==> src/rtl/flag_pc_unit.sv <==
// Flag register, architectural PC, branch resolution and halt control for the
// WISC-F23 single-cycle core; sits directly after the ALU.
module flag_pc_unit #(
    parameter logic [15:0] RESET_PC   = 16'h0000,
    parameter logic [2:0]  FLAG_RESET = 3'b000
) (
    input  logic        clk,
    input  logic        rst,
    input  logic [3:0]  opcode,
    input  logic [2:0]  ccc,
    input  logic [8:0]  imm9,
    input  logic [15:0] br_target,
    input  logic [2:0]  alu_flags,
    input  logic [2:0]  alu_flag_en,
    output logic [15:0] pc,
    output logic [15:0] pc_plus2,
    output logic        branch_taken,
    output logic [2:0]  flags_q,
    output logic        halt
);

    localparam logic S_RUN    = 1'b0;
    localparam logic S_HALTED = 1'b1;

    localparam logic [3:0] OP_B   = 4'hC;
    localparam logic [3:0] OP_BR  = 4'hD;
    localparam logic [3:0] OP_HLT = 4'hF;

    logic        r_state;
    logic [15:0] r_pc;
    logic [2:0]  r_flags;

    logic        w_run;
    logic        w_z;
    logic        w_n;
    logic        w_v;
    logic        w_cond;
    logic        w_is_branch;
    logic        w_taken;
    logic [15:0] w_pc_plus2;
    logic [15:0] w_offset;
    logic [15:0] w_pc_next;
    logic [2:0]  w_flags_next;

    assign w_run       = (r_state == S_RUN);
    assign w_v         = r_flags[0];
    assign w_z         = r_flags[1];
    assign w_n         = r_flags[2];
    assign w_is_branch = (opcode == OP_B) || (opcode == OP_BR);
    assign w_pc_plus2  = r_pc + 16'd2;
    // Sign-extended word offset converted to a byte offset.
    assign w_offset    = {{6{imm9[8]}}, imm9, 1'b0};

    always_comb begin
        w_cond = 1'b0;
        case (ccc)
            3'b000:  w_cond = ~w_z;
            3'b001:  w_cond = w_z;
            3'b010:  w_cond = ~w_z & ~w_n;
            3'b011:  w_cond = w_n;
            3'b100:  w_cond = w_z | (~w_z & ~w_n);
            3'b101:  w_cond = w_n | w_z;
            3'b110:  w_cond = w_v;
            default: w_cond = 1'b1;
        endcase
    end

    assign w_taken = w_run & w_is_branch & w_cond;

    always_comb begin
        w_pc_next = w_pc_plus2;
        if (opcode == OP_HLT) begin
            w_pc_next = r_pc;
        end else if (w_taken && (opcode == OP_B)) begin
            w_pc_next = w_pc_plus2 + w_offset;
        end else if (w_taken && (opcode == OP_BR)) begin
            w_pc_next = br_target;
        end
    end

    always_comb begin
        w_flags_next = r_flags;
        for (int unsigned i = 0; i < 3; i++) begin
            if (alu_flag_en[i]) begin
                w_flags_next[i] = alu_flags[i];
            end
        end
    end

    always_ff @(posedge clk) begin
        if (rst) begin
            r_state <= S_RUN;
            r_pc    <= RESET_PC;
            r_flags <= FLAG_RESET;
        end else if (w_run) begin
            if (opcode == OP_HLT) begin
                r_state <= S_HALTED;
            end else begin
                r_pc    <= w_pc_next;
                r_flags <= w_flags_next;
            end
        end
    end

    assign pc           = r_pc;
    assign pc_plus2     = w_pc_plus2;
    assign branch_taken = w_taken;
    assign flags_q      = r_flags;
    assign halt         = (r_state == S_HALTED);

endmodule
==> config.mk <==
export PLATFORM = sky130hd
export DESIGN_NAME = flag_pc_unit
export DESIGN_NICKNAME = d
export VERILOG_FILES = /design/src/rtl/flag_pc_unit.sv
export SDC_FILE = /design/constraint.sdc
export NUM_CORES = 1
export LEC_CHECK = 0
export ABC_CLOCK_PERIOD_IN_PS = 4900
export BUFFER_PORTS_ARGS = -buffer_cell sky130_fd_sc_hd__buf_2
export CAP_MARGIN = 10
export CORE_ASPECT_RATIO = 1.25
export CORE_UTILIZATION = 55
export CTS_CLUSTER_SIZE = 24
export DETAILED_ROUTE_END_ITERATION = 12
export GPL_TIMING_DRIVEN = 1
export HOLD_SLACK_MARGIN = 0.02
export PLACE_DENSITY = 0.85
export SYNTH_ARGS = -nofsm -noshare
export SYNTH_HDL_FRONTEND = slang
export SYNTH_SLANG_ARGS = --single-unit
==> constraint.sdc <==
create_clock -name clk -period 4.9 [get_ports clk]
set_clock_uncertainty 0.2 [all_clocks]
set_input_delay 0.98 -clock clk [delete_from_list [all_inputs] [get_ports clk]]
set_output_delay 0.98 -clock clk [all_outputs]
set_load 0.02 [all_outputs]
Word-level counts from Yosys, hierarchy flattened
Index checks and enable logic that the tools add are counted.
{ "word_totals": {"regBits": 20} }
{ "classes": {"add_sub_neg": 2, "n_eq_ne": 9, "muxes": 5, "bitwise": 9, "reduce_logical": 8} }
{ "op_table": {"columns": ["op", "count"], "rows": [
  ["16-bit 2-to-1 mux", 2],
  ["16-bit adder", 1],
  ["16-bit by 2-bit adder with 16-bit output, second input constant", 1],
  ["4-bit equality test, second input constant", 3],
  ["3-bit equality test, second input constant", 3],
  ["3-bit AND reduction", 3],
  ["1-bit case mux with 7 select lines", 1],
  ["3-bit by 2-bit equality test with 1-bit output, second input constant", 2],
  ["1-bit NOT", 4],
  ["1-bit AND", 3],
  ["3-bit by 1-bit equality test with 1-bit output, second input constant", 1],
  ["3-bit zero test", 1],
  ["1-bit logical AND", 2],
  ["1-bit 2-to-1 mux", 2],
  ["1-bit bitwise OR", 2],
  ["2-bit AND reduction", 1],
  ["1-bit logical OR", 1]
]} }

Longest topological paths before layout
Gate-level depths: netlist of the first run.
{ "depth": {"ltp_word": 8, "ltp_mapped": 12, "ltp_nobuf": 12} }

Worst setup path before layout of the first run
OpenSTA, ideal clock, no wires.
{ "synth_path": {"path_type": "reg-to-reg", "start": "reg r_pc[1] (netlist: pc[1])", "end": "reg r_pc[13] (netlist: pc[13])", "setup_ns": 0.081, "arrival_time_ns": 3.003, "t_required_ns": 4.619, "path_slack_ns": 1.616, "path_stages_with_launch": 13, "n_path_buf": 0, "cell_sequence": "dfxtp_1 > ha_1 > nand2_1 > nor2_1 > nand2_1 > xnor2_1 > ha_1 > nand2_1 > o22ai_1 > o311ai_1 > and3_1 > o21ai_1 > a41oi_1"} }
{ "synth_between": {"elab_chain_len": 3} }
{ "synth_rtl": {"columns": ["element", "line", "rtl"], "rows": [
  ["start, declared", "30", "logic [15:0] r_pc;"],
  ["start signal, assigned", "99", "r_pc <= w_pc_next;"],
  ["16-bit by 2-bit adder with 16-bit output", "50", "assign w_pc_plus2 = r_pc + 16'd2;"],
  ["net pc_plus2[9]", "16", "output logic [15:0] pc_plus2,"],
  ["16-bit adder", "75", "w_pc_next = w_pc_plus2 + w_offset;"],
  ["16-bit 2-to-1 mux", "74", "end else if (w_taken && (opcode == OP_B)) begin"]
]} }
The timed path passes the listed nets, and every way through them passes these cells.
A chain may end at the register's enable or synchronous reset.

Worst setup path in the final report of the first run
{ "layout_path": {"start": "in ccc[2]", "end": "out branch_taken"} }
{ "layout_between": {"elab_chain_len": 3} }
{ "layout_rtl": {"columns": ["element", "line", "rtl"], "rows": [
  ["start, declared", "10", "input logic [2:0] ccc,"],
  ["3-bit equality test, or another cell as far along", "56", "case (ccc)"],
  ["1-bit case mux with 7 select lines (*)", "56", null],
  ["1-bit AND (*)", "68", "assign w_taken = w_run & w_is_branch & w_cond;"],
  ["end, declared", "17", "output logic branch_taken,"]
]} }
Mark *: on every way between the ends. The rest lies on a longest branch, timed or not.

==> run_results.csv, run 1 <==
group,metric,value,unit
detailed_routing,drt_iter0_drc,184,
global_routing,grt_usage,0.302,
layout,final_cell_mix,"76 x buf_2, 33 x nand2_1, 25 x a21oi_1",
synth,ys.flop_type,"dfxtp_1",
global_routing,grt_pass1_vias,2298,
critical_path,cp_slowest_cell,"a31o_2",
floorplanning,rows,25,
timing,hold_viol,0,
synth,synth-edff-count,0,
power_and_ir_drop,combPwrFrac,0.443,
layout,n_antenna_cell,0,
outcome,status,"complete, no violations",
critical_path,max_stage_delay,0.30,ns
timing,finalSetupViolCount,0,
critical_path,cp.arrival,2.41,ns
power_and_ir_drop,switching_share,0.403,
synth,syn_area,2270,µm²
critical_path,crit_family,"buffers and inverters",
global_routing,grt_max_degree,34,
critical_path,crit_chain,"buf_2, nor3b_1, o21ai_1, a31o_2, nand2_4, inv_2, buf_2",
synth,ys_types,65,
clocking,cts.sinks,20,
flow_run,drv_cap,0,
timing,post-route-min-period,3.59,ns
timing,fin_ws,1.31,ns
timing,tightestPinTransition,0.603,ns
detailed_routing,antenna_left,0,
timing,rsz0062_at_grt,"no",
detailed_routing,vias_per_cell,6.18,
critical_path,crit_required,3.72,ns
critical_path,end_kind,"output port",
floorplanning,initial_core_util,0.585,
timing,fin_setup_tns,0,ns
synth,ys_ff_latch,20,
critical_path,crit_path_frequent_cell,"buf_2",
synth,netlist_instances,297,
power_and_ir_drop,p_sw,0.217,mW
power_and_ir_drop,p_total,0.539,mW
clocking,worst_setup_hold_path_clk_slew,0.07,ns
detailed_routing,wl_per_cell,15.6,µm
timing,slew_viol_final,0,
synth,syn_avg_cell_area,7.64,µm²
min_path,hold_path.class,"flop to flop",
synth,syn_nets,356,
detailed_routing,vias,2564,
power_and_ir_drop,p_seq_frac,0.352,
placed_design,gp_congestion,0.878,
clocking,holdBufCountCts,0,
global_routing,grt_antenna_before_repair,0,
clocking,cts_setup_buffers,0,
timing,maxSlewHeadroom,0.598,
clocking,cts_buffer_depth,2,
clocking,cts_tree,"done",
detailed_routing,drc,0,
layout,design_area,2680,µm²
clocking,cts_made_buffers,3,
critical_path,crit_path_start_kind,"input pin",
global_routing,grt-ovfl-total,0,
global_routing,grt_pass1_wl,10200,µm
detailed_routing,routed_wl,6460,µm
layout,drive_gt1_frac,0.260,
floorplanning,die_w,59.4,µm
floorplanning,die-area,4390,µm²
synth,ys.warnings.count,0,
floorplanning,ios,77,
power_and_ir_drop,power_density,201,nW/µm²
power_and_ir_drop,ir_worst_vdd,0.0955,mV
power_and_ir_drop,total_leakage_power,1.25,nW
clocking,root_buffer,"clkbuf_8",
placed_design,postPlaceCellArea,2640,µm²
placed_design,io_buffers,76,
timing,period_share,0.733,
clocking,post_cts_resize_count,0,
power_and_ir_drop,power.internal,0.322,mW
critical_path,path_max_fanout,18,
clocking,cts_max_level,1,
critical_path,critPathBufInv,3,
floorplanning,die_height,73.8,µm
layout,fin_nets,422,
timing,fmax,278,MHz
clocking,clock_latency,0.26,ns
placed_design,pre_cts_ws,1.35,ns
power_and_ir_drop,clock_power_share,0.206,
floorplanning,core,3880,µm²
detailed_routing,drt_first_pass_iters,5,
synth,synthArstFlopShare,0,
critical_path,setup.worst_path.class,"input pin to output port",
layout,syn_to_final_growth,18.1,%
placed_design,dp_hpwl,5010,µm
synth,yosysSeqAreaShare,0.177,
layout,final_common_cell,"buf_2",
## Yosys cell counts (3+ instances only)
cell | number | share of area
nand2_1 | 33 | 0.055
a21oi_1 | 25 | 0.055
dfxtp_1 | 20 | 0.18
ha_1 | 18 | 0.099
nor2_1 | 16 | 0.026
nand3_1 | 14 | 0.031
xnor2_1 | 13 | 0.050
o21ai_0 | 11 | 0.024
inv_1 | 9 | 0.015
nor2b_1 | 8 | 0.022
a31oi_1 | 7 | 0.019
nor3_1 | 7 | 0.015
clkbuf_1 | 6 | 0.0099
nand4_1 | 6 | 0.017
a211oi_1 | 5 | 0.017
a21o_1 | 5 | 0.017
a41oi_1 | 5 | 0.019
buf_2 | 5 | 0.011
o211ai_1 | 5 | 0.017
xor2_1 | 5 | 0.019
a211o_1 | 4 | 0.015
nand2b_1 | 4 | 0.011
nor3b_1 | 4 | 0.013
o21ai_1 | 4 | 0.0088
o21bai_1 | 4 | 0.013
nand3b_1 | 3 | 0.0099
o31ai_1 | 3 | 0.0099
## state kept, by name, summed over array words and instances (netlist names)
name,cells
flags_q,3
halt,1
pc,16
## metal layers
| metal | up-vias | share of wire | global-route usage |
|---|---|---|---|
| li1 | 1246 | - | - |
| met1 | 1167 | 0.41 | 0.384 |
| met2 | 133 | 0.49 | 0.526 |
| met3 | 18 | 0.075 | 0.0264 |
| met4 | 0 | 0.022 | 0.103 |
| met5 | - | 0 | 0 |
## layout make-up
type / count / area [µm²]
inverter: 10 / 37.5
tap: 54 / 67.6
timing repair buffer: 77 / 388
clock buffer: 3 / 41.3
fill: 368 / 1200
sequential: 20 / 400
multi-input combinational: 251 / 1740
## worst reg2reg max path, cell delays in order (launching register included)
cell and delay (ns):
dfxtp_1 0.46, ha_1 0.34, nand2_1 0.16, nor2_1 0.16
nand2_1 0.13, xnor2_1 0.30, ha_1 0.33, nand2_1 0.14
o22ai_1 0.15, o311ai_1 0.52, and3_1 0.23, o21ai_1 0.06
a41oi_1 0.22
## power by group through the flow
stage / Clock (mW) / Combinational, mW / Sequential, mW
floorplan: 0 / 0.155 / 0.201
global placement: 0 / 0.232 / 0.192
detailed placement: 0 / 0.235 / 0.193
CTS: 0.110 / 0.236 / 0.189
global route: 0.119 / 0.262 / 0.191
finish: 0.111 / 0.239 / 0.190
## cells by family after synthesis
| family | count (synthesis) | share of synthesized area |
|---|---|---|
| AND/OR/NAND/NOR | 112 | 0.264 |
| AO/OA/AOI/OAI | 98 | 0.307 |
| buffers and inverters | 26 | 0.0546 |
| adder cells (fa/ha/maj) | 20 | 0.113 |
| flip-flops | 20 | 0.177 |
| XOR/XNOR | 19 | 0.0767 |
| multiplexers | 2 | 0.00883 |
## per-stage QoR
step / util / hold WS [ns] / cells
2_1_floorplan: - / 0.339 / 297
3_3_place_gp: 0.680 / 0.255 / 412
3_5_place_dp: 0.680 / 0.262 / 412
4_1_cts: 0.691 / 0.271 / 415
5_1_grt: 0.691 / 0.298 / 415
6_report: 0.691 / 0.272 / 415
## final timing paths
check	from	end	slack (ns)	depth (start not counted)
worst max-delay path	ccc[2]	branch_taken	1.31	7
worst max register to register	pc[1]$_SDFFE_PP0P_	pc[13]$_SDFFE_PP0P_	1.44	12
worst min register to register	pc[0]$_SDFFE_PP0P_	pc[0]$_SDFFE_PP0P_	0.27	2
worst min-delay path	pc[0]$_SDFFE_PP0P_	pc[0]$_SDFFE_PP0P_	0.27	2
Power figures use the tool's default switching activity.
==> run 2, diff against run 1 <==
ABC_AREA = 1   (was not set)
ABC_CLOCK_PERIOD_IN_PS = 2920   (was 4900)
CORE_UTILIZATION = 47   (was 55)
PLACE_DENSITY = 0.77   (was 0.85)
clock period = 2.92 ns   (was 4.9 ns; I/O delays follow)
==> run 2 against run 1 <==
Effect of this change:
- clock power up 72%
- sequential share of layout area fell by 0.55 points
- combinational power up 110%
- first-iteration DRC count down 35%
- largest cell class unchanged
==> run_results.csv, run 2 <==
group,metric,value,unit
critical_path,cp.arrival,2.71,ns
synth,netlist_instances,404,
layout,largest_reg_flops,16,
global_routing,grt_usage,0.272,
floorplanning,die-area,5190,µm²
synth,yosys-top-cells-area,"nand2_1 21%, dfxtp_1 17%, ha_1 9.8%",
critical_path,path_max_fanout,6,
timing,holdWs,0.282,ns
timing,period_share,0.942,
layout,n_antenna_cell,0,
detailed_routing,wl_per_cell,12.5,µm
synth,syn_nets,463,
layout,multiInputGateArea,1660,µm²
global_routing,grt_antenna_before_repair,0,
global_routing,grtUsageMet1,0.327,
clocking,root_buffer,"clkbuf_8",
placed_design,io_buffers,76,
timing,slew_viol_final,0,
clocking,cts_buffer_depth,2,
synth,synth-edff-count,0,
detailed_routing,vias,2736,
synth,syn_area,2300,µm²
synth,ys_ff_latch,20,
layout,nFillCells,531,
placed_design,gp_congestion,1.00,
global_routing,grt_pass1_wl,11000,µm
detailed_routing,antenna_left,0,
synth,syn_avg_cell_area,5.70,µm²
synth,yosys-top-cells-count,"131 x nand2_1, 57 x inv_1, 55 x nor2_1, 33 x nand3_1, 29 x a21oi_1",
clocking,cts.sinks,20,
detailed_routing,routed_wl,6740,µm
global_routing,grt_max_degree,16,
floorplanning,core,4730,µm²
critical_path,max_stage_delay,0.38,ns
timing,tightestPinTransition,0.548,ns
synth,ys.warnings.count,0,
clocking,cts_setup_buffers,0,
critical_path,setup.worst_path.class,"flop to flop",
synth,synth_most_common_cell,"nand2_1",
layout,fin_nets,539,
critical_path,crit_chain,"ha_2, nand3_1, nor2_1, xor2_2, ha_1, nand2_1, nand2_1, a21oi_1, nor2_1, nor2_1, nand3_1, nand2_1, nor2_2, nor2_1, nor2_1",
power_and_ir_drop,switching_share,0.440,
timing,post-route-min-period,2.75,ns
detailed_routing,vias_per_cell,5.09,
placed_design,postPlaceCellArea,2740,µm²
layout,final_cell_mix,"130 x nand2_1, 76 x buf_2, 57 x inv_1",
synth,netlist.area_leader.share,0.213,
floorplanning,die_height,80.3,µm
critical_path,end_kind,"flop",
floorplanning,initial_core_util,0.487,
power_and_ir_drop,power.internal,0.570,mW
critical_path,crit_path_start_kind,"flop",
critical_path,cp_slowest_cell,"dfxtp_2",
placed_design,dp_hpwl,5460,µm
clocking,cts_max_level,1,
power_and_ir_drop,clock_power_share,0.187,
layout,register_area,404,µm²
floorplanning,rows,28,
outcome,status,"complete, no violations",
detailed_routing,drt_first_pass_iters,4,
detailed_routing,drt_iter0_drc,120,
power_and_ir_drop,ir_worst_vdd,0.223,mV
power_and_ir_drop,combPwrFrac,0.488,
timing,rsz0062_at_grt,"no",
clocking,cts_made_buffers,3,
clocking,clock_latency,0.26,ns
clocking,holdBufCountCts,0,
layout,final_common_cell,"nand2_1",
layout,drive_gt1_frac,0.213,
global_routing,grt_util_met2,0.487,
synth,yosysTopAreaCell,"nand2_1",
floorplanning,ios,77,
flow_run,drv_cap,0,
floorplanning,die_w,64.6,µm
synth,ys_types,29,
global_routing,met3_usage,0.0185,
global_routing,grt.busiest_layer,"met2",
power_and_ir_drop,p_seq_frac,0.325,
timing,maxSlewHeadroom,0.633,
power_and_ir_drop,total_leakage_power,1.63,nW
detailed_routing,drc,0,
layout,design_area,2810,µm²
synth,synthArstFlopShare,0,
power_and_ir_drop,p_total,1.02,mW
critical_path,crit_path_frequent_cell,"nor2_1",
timing,fin_setup_tns,0,ns
global_routing,grt-ovfl-total,0,
clocking,cts_tree,"done",
clocking,post_cts_resize_count,0,
timing,hold_viol,0,
critical_path,crit_required,2.88,ns
min_path,hold_path.class,"flop to flop",
power_and_ir_drop,power_density,363,nW/µm²
synth,ys.flop_type,"dfxtp_1",
clocking,worst_setup_hold_path_clk_slew,0.08,ns
timing,fmax,364,MHz
global_routing,grt_pass1_vias,2540,
timing,finalSetupViolCount,0,
synth,yosysSeqAreaShare,0.174,
layout,syn_to_final_growth,21.8,%
power_and_ir_drop,p_sw,0.449,mW
## run 2: power by group through the flow
stage / Combinational, mW / Clock [mW] / Sequential (mW)
floorplan: 0.316 / 0 / 0.357
global placement: 0.481 / 0 / 0.334
detailed placement: 0.489 / 0 / 0.334
CTS: 0.491 / 0.193 / 0.328
global route: 0.555 / 0.204 / 0.335
finish: 0.497 / 0.191 / 0.331
## run 2: per-stage QoR
step / utilization / std cells / worst slack, ns
finish: 0.593 / 538 / 0.170
global route: 0.593 / 538 / 0.0311
CTS: 0.587 / 538 / 0.128
detailed placement: 0.579 / 535 / 0.145
global placement: 0.579 / 535 / 0.222
floorplan: - / 404 / 0.0125
## run 2: layout make-up
cell class / instances / share of cell area
Tap cell: 60 / 0.0267
Timing Repair Buffer: 80 / 0.146
Multi-Input combinational cell: 317 / 0.591
Sequential cell: 20 / 0.144
Clock buffer: 3 / 0.0147
Inverter: 58 / 0.0776
## run 2: per-layer routing
| layer | vias up | wire, µm | share of wire |
|---|---|---|---|
| li1 | 1419 | - | - |
| met1 | 1209 | 2910 | 0.43 |
| met2 | 89 | 3340 | 0.50 |
| met3 | 19 | 292 | 0.043 |
| met4 | 0 | 199 | 0.030 |
| met5 | - | 0 | 0 |
## run 2: kinds of logic (layout without fill, tap and decap cells)
| group | after synthesis | after routing | synth area share |
|---|---|---|---|
| AOI/OAI and AO/OA | 49 | 49 | 0.116 |
| xor gates and xnor gates | 16 | 16 | 0.0608 |
| adders and majority gates | 19 | 19 | 0.106 |
| buffers and inverters | 67 | 141 | 0.121 |
| DFF | 20 | 20 | 0.174 |
| and+or+nand+nor | 233 | 233 | 0.422 |
## run 2: final timing paths
check                     startpoint                 endpoint  slack (ns)  cells past startpoint
max               pc[1]$_SDFFE_PP0P_      pc[14]$_SDFFE_PP0P_        0.17                     15
min          flags_q[0]$_SDFFE_PP0P_  flags_q[0]$_SDFFE_PP0P_        0.28                      2
max reg2reg       pc[1]$_SDFFE_PP0P_      pc[14]$_SDFFE_PP0P_        0.17                     15
min reg2reg  flags_q[0]$_SDFFE_PP0P_  flags_q[0]$_SDFFE_PP0P_        0.28                      2
## run 2: worst max-delay path, delay by kind of cell (launching register included)
family | cells | cell delay (ns)
compound gates | 1 | 0.26
xor+xnor | 1 | 0.24
fa+ha+maj | 2 | 0.52
flops | 1 | 0.38
simple gates | 11 | 1.02
==> run 3, diff against run 2 <==
ABC_CLOCK_PERIOD_IN_PS = 2300   (was 2920)
clock period = 2.3 ns   (was 2.92 ns; I/O delays follow)
==> run 3 against run 2 <==
Effect of this change:
- the flow now finishes with violations (setup timing)
- maximum frequency rose by 5.6%
- wire length grew 36%
- final cell count increased by 13%
- power rose by 62%
- combinational power grew 98%
- via count up 20%
- clock-buffer cell count did not move
- core utilization rose by 22 points
- die area unchanged
- clock power up 32%
- critical endpoint unchanged
- highest routed layer unchanged
==> run_results.csv, run 3 (synthesized netlist as in run 2, its figures left out) <==
group,metric,value,unit
power_and_ir_drop,power_density,430,nW/µm²
detailed_routing,drc,0,
global_routing,grt_pass1_wl,13000,µm
global_routing,grt_pass1_vias,2971,
critical_path,r2r_slack,-0.30,ns
outcome,status,"finished with violations",
detailed_routing,vias,3291,
critical_path,end_kind,"flop",
global_routing,grt_antenna_before_repair,0,
clocking,worst_setup_hold_path_clk_slew,0.09,ns
timing,maxSlewHeadroom,0.680,
timing,fin_ws,-0.304,ns
timing,hold_viol,0,
placed_design,io_buffers,76,
timing,post-route-min-period,2.60,ns
layout,syn_to_final_growth,67.3,%
layout,drive_gt1_frac,0.462,
global_routing,grt_usage,0.319,
floorplanning,initial_core_util,0.487,
timing,fmax,384,MHz
detailed_routing,vias_per_cell,5.41,
power_and_ir_drop,switching_share,0.434,
detailed_routing,drt_iter0_drc,323,
floorplanning,rows,28,
power_and_ir_drop,combPwrFrac,0.594,
timing,rsz0062_at_grt,"yes",
global_routing,grt-ovfl-total,0,
critical_path,path_max_fanout,4,
flow_run,drv_cap,0,
floorplanning,die-area,5190,µm²
min_path,worstHoldStart,"br_target[0]",
power_and_ir_drop,ir_worst_vdd,0.302,mV
power_and_ir_drop,clock_power_share,0.153,
clocking,cts_max_level,1,
critical_path,crit_start,"pc[2]$_SDFFE_PP0P_",
layout,final_common_cell,"nand2_1",
timing,period_share,1.13,
global_routing,grt_max_degree,12,
clocking,cts_buffer_depth,2,
critical_path,crit_required,2.26,ns
clocking,clock_latency,0.26,ns
min_path,hold_path.class,"input pin to flop",
timing,holdWs,0.242,ns
critical_path,crit_path_start_kind,"flop",
placed_design,dp_hpwl,6100,µm
layout,n_antenna_cell,0,
floorplanning,die_w,64.6,µm
power_and_ir_drop,p_sw,0.718,mW
global_routing,grt.busiest_layer,"met2",
floorplanning,die_height,80.3,µm
placed_design,gp_congestion,0.872,
global_routing,grt_util_met2,0.602,
clocking,cts.sinks,20,
power_and_ir_drop,total_leakage_power,2.05,nW
timing,slew_viol_final,0,
floorplanning,core,4730,µm²
floorplanning,ios,77,
critical_path,r2r_start,"pc[2]$_SDFFE_PP0P_",
timing,tightestPinTransition,0.477,ns
detailed_routing,routed_wl,9190,µm
detailed_routing,wl_per_cell,15.1,µm
clocking,cts_made_buffers,3,
timing,finalSetupViolCount,14,
clocking,cts_tree,"done",
power_and_ir_drop,p_total,1.66,mW
timing,fin_setup_tns,-2.11,ns
layout,largest_reg_flops,16,
power_and_ir_drop,p_seq_frac,0.254,
critical_path,setup.worst_path.class,"flop to flop",
power_and_ir_drop,power.internal,0.937,mW
global_routing,grtUsageMet1,0.366,
detailed_routing,drt_first_pass_iters,5,
layout,final_cell_mix,"112 x nand2_1, 72 x buf_2, 72 x buf_4",
outcome,failed_checks,"setup timing",
global_routing,met3_usage,0.0256,
detailed_routing,antenna_left,0,
clocking,root_buffer,"clkbuf_8",
critical_path,cp.arrival,2.56,ns
layout,fin_nets,608,
-- run 3: cell types whose count changed in the layout (fill, tap and decap cells not counted), moves of 6 or more --
cell and delta:
inv_1 -8, nand2_2 +13, nor2_1 -15, nor2_4 +9, nand2_1 -18, buf_4 +68, ha_4 +14, inv_2 +7
nor2_2 +6, nand3_1 -7, ha_1 -13, dfxtp_1 -8, dfxtp_4 +8
-- run 3: power by group through the flow --
stage          Clock (mW)  Combinational [mW]  Sequential (mW)
5_1_grt             0.264                1.06            0.423
3_5_place_dp            0               0.813            0.422
6_report            0.252               0.983            0.420
2_1_floorplan           0               0.432            0.463
4_1_cts             0.249               0.867            0.415
3_3_place_gp            0               0.794            0.420
-- run 3: through the flow --
stage / worst slack [ns] / utilization / instance area [µm²] / cells
3_5_place_dp: -0.225 / 0.714 / 3380 / 596
5_1_grt: -0.370 / 0.815 / 3850 / 608
2_1_floorplan: -0.171 / - / 2490 / 404
3_3_place_gp: -0.162 / 0.714 / 3380 / 596
6_report: -0.304 / 0.815 / 3850 / 608
4_1_cts: -0.172 / 0.759 / 3590 / 601
-- run 3: cell type report --
class / count / area (µm²)
clock buffers: 3 / 41.3
clock inverters: 1 / 3.75
fillers: 301 / 876
inverters: 58 / 220
multi-input cells: 317 / 2120
flip-flops and latches: 20 / 434
well taps: 60 / 75.1
repair buffers: 149 / 957
-- run 3: worst paths after layout --
check,endpoint,cells past startpoint
setup / recovery,pc[14]$_SDFFE_PP0P_,18
hold / removal,pc[0]$_SDFFE_PP0P_,3
setup reg to reg,pc[14]$_SDFFE_PP0P_,18
hold reg to reg,pc[0]$_SDFFE_PP0P_,2
-- run 3: critical path, stage by stage (launching register included) --
cell,delay [ns]
dfxtp_4,0.38
ha_4,0.16
nand2_4,0.06
nor2_4,0.15
nand2_4,0.10
nor2_4,0.09
xor2_1,0.19
inv_2,0.11
ha_4,0.26
nand2_1,0.07
nand2_1,0.09
nand3_1,0.08
nand2_1,0.06
nor2_2,0.11
nand3_1,0.09
nand2_1,0.08
nor2_2,0.04
nor2_1,0.11
nor2_1,0.05
-- run 3: timing repair --
action	4_1_cts	5_1_grt
hold endpoints to repair	0	0
resized for setup	37	52
setup buffers	1	7
endpoints found under the setup margin	15	19
hold buffers	0	0
pin swaps	26	29
cloned	0	0
-- run 3: per-layer routing --
| layer | share of wire | up-vias |
|---|---|---|
| met5 | 0 | - |
| met4 | 0.046 | 0 |
| met3 | 0.069 | 56 |
| met2 | 0.50 | 201 |
| met1 | 0.38 | 1472 |
| li1 | - | 1562 |
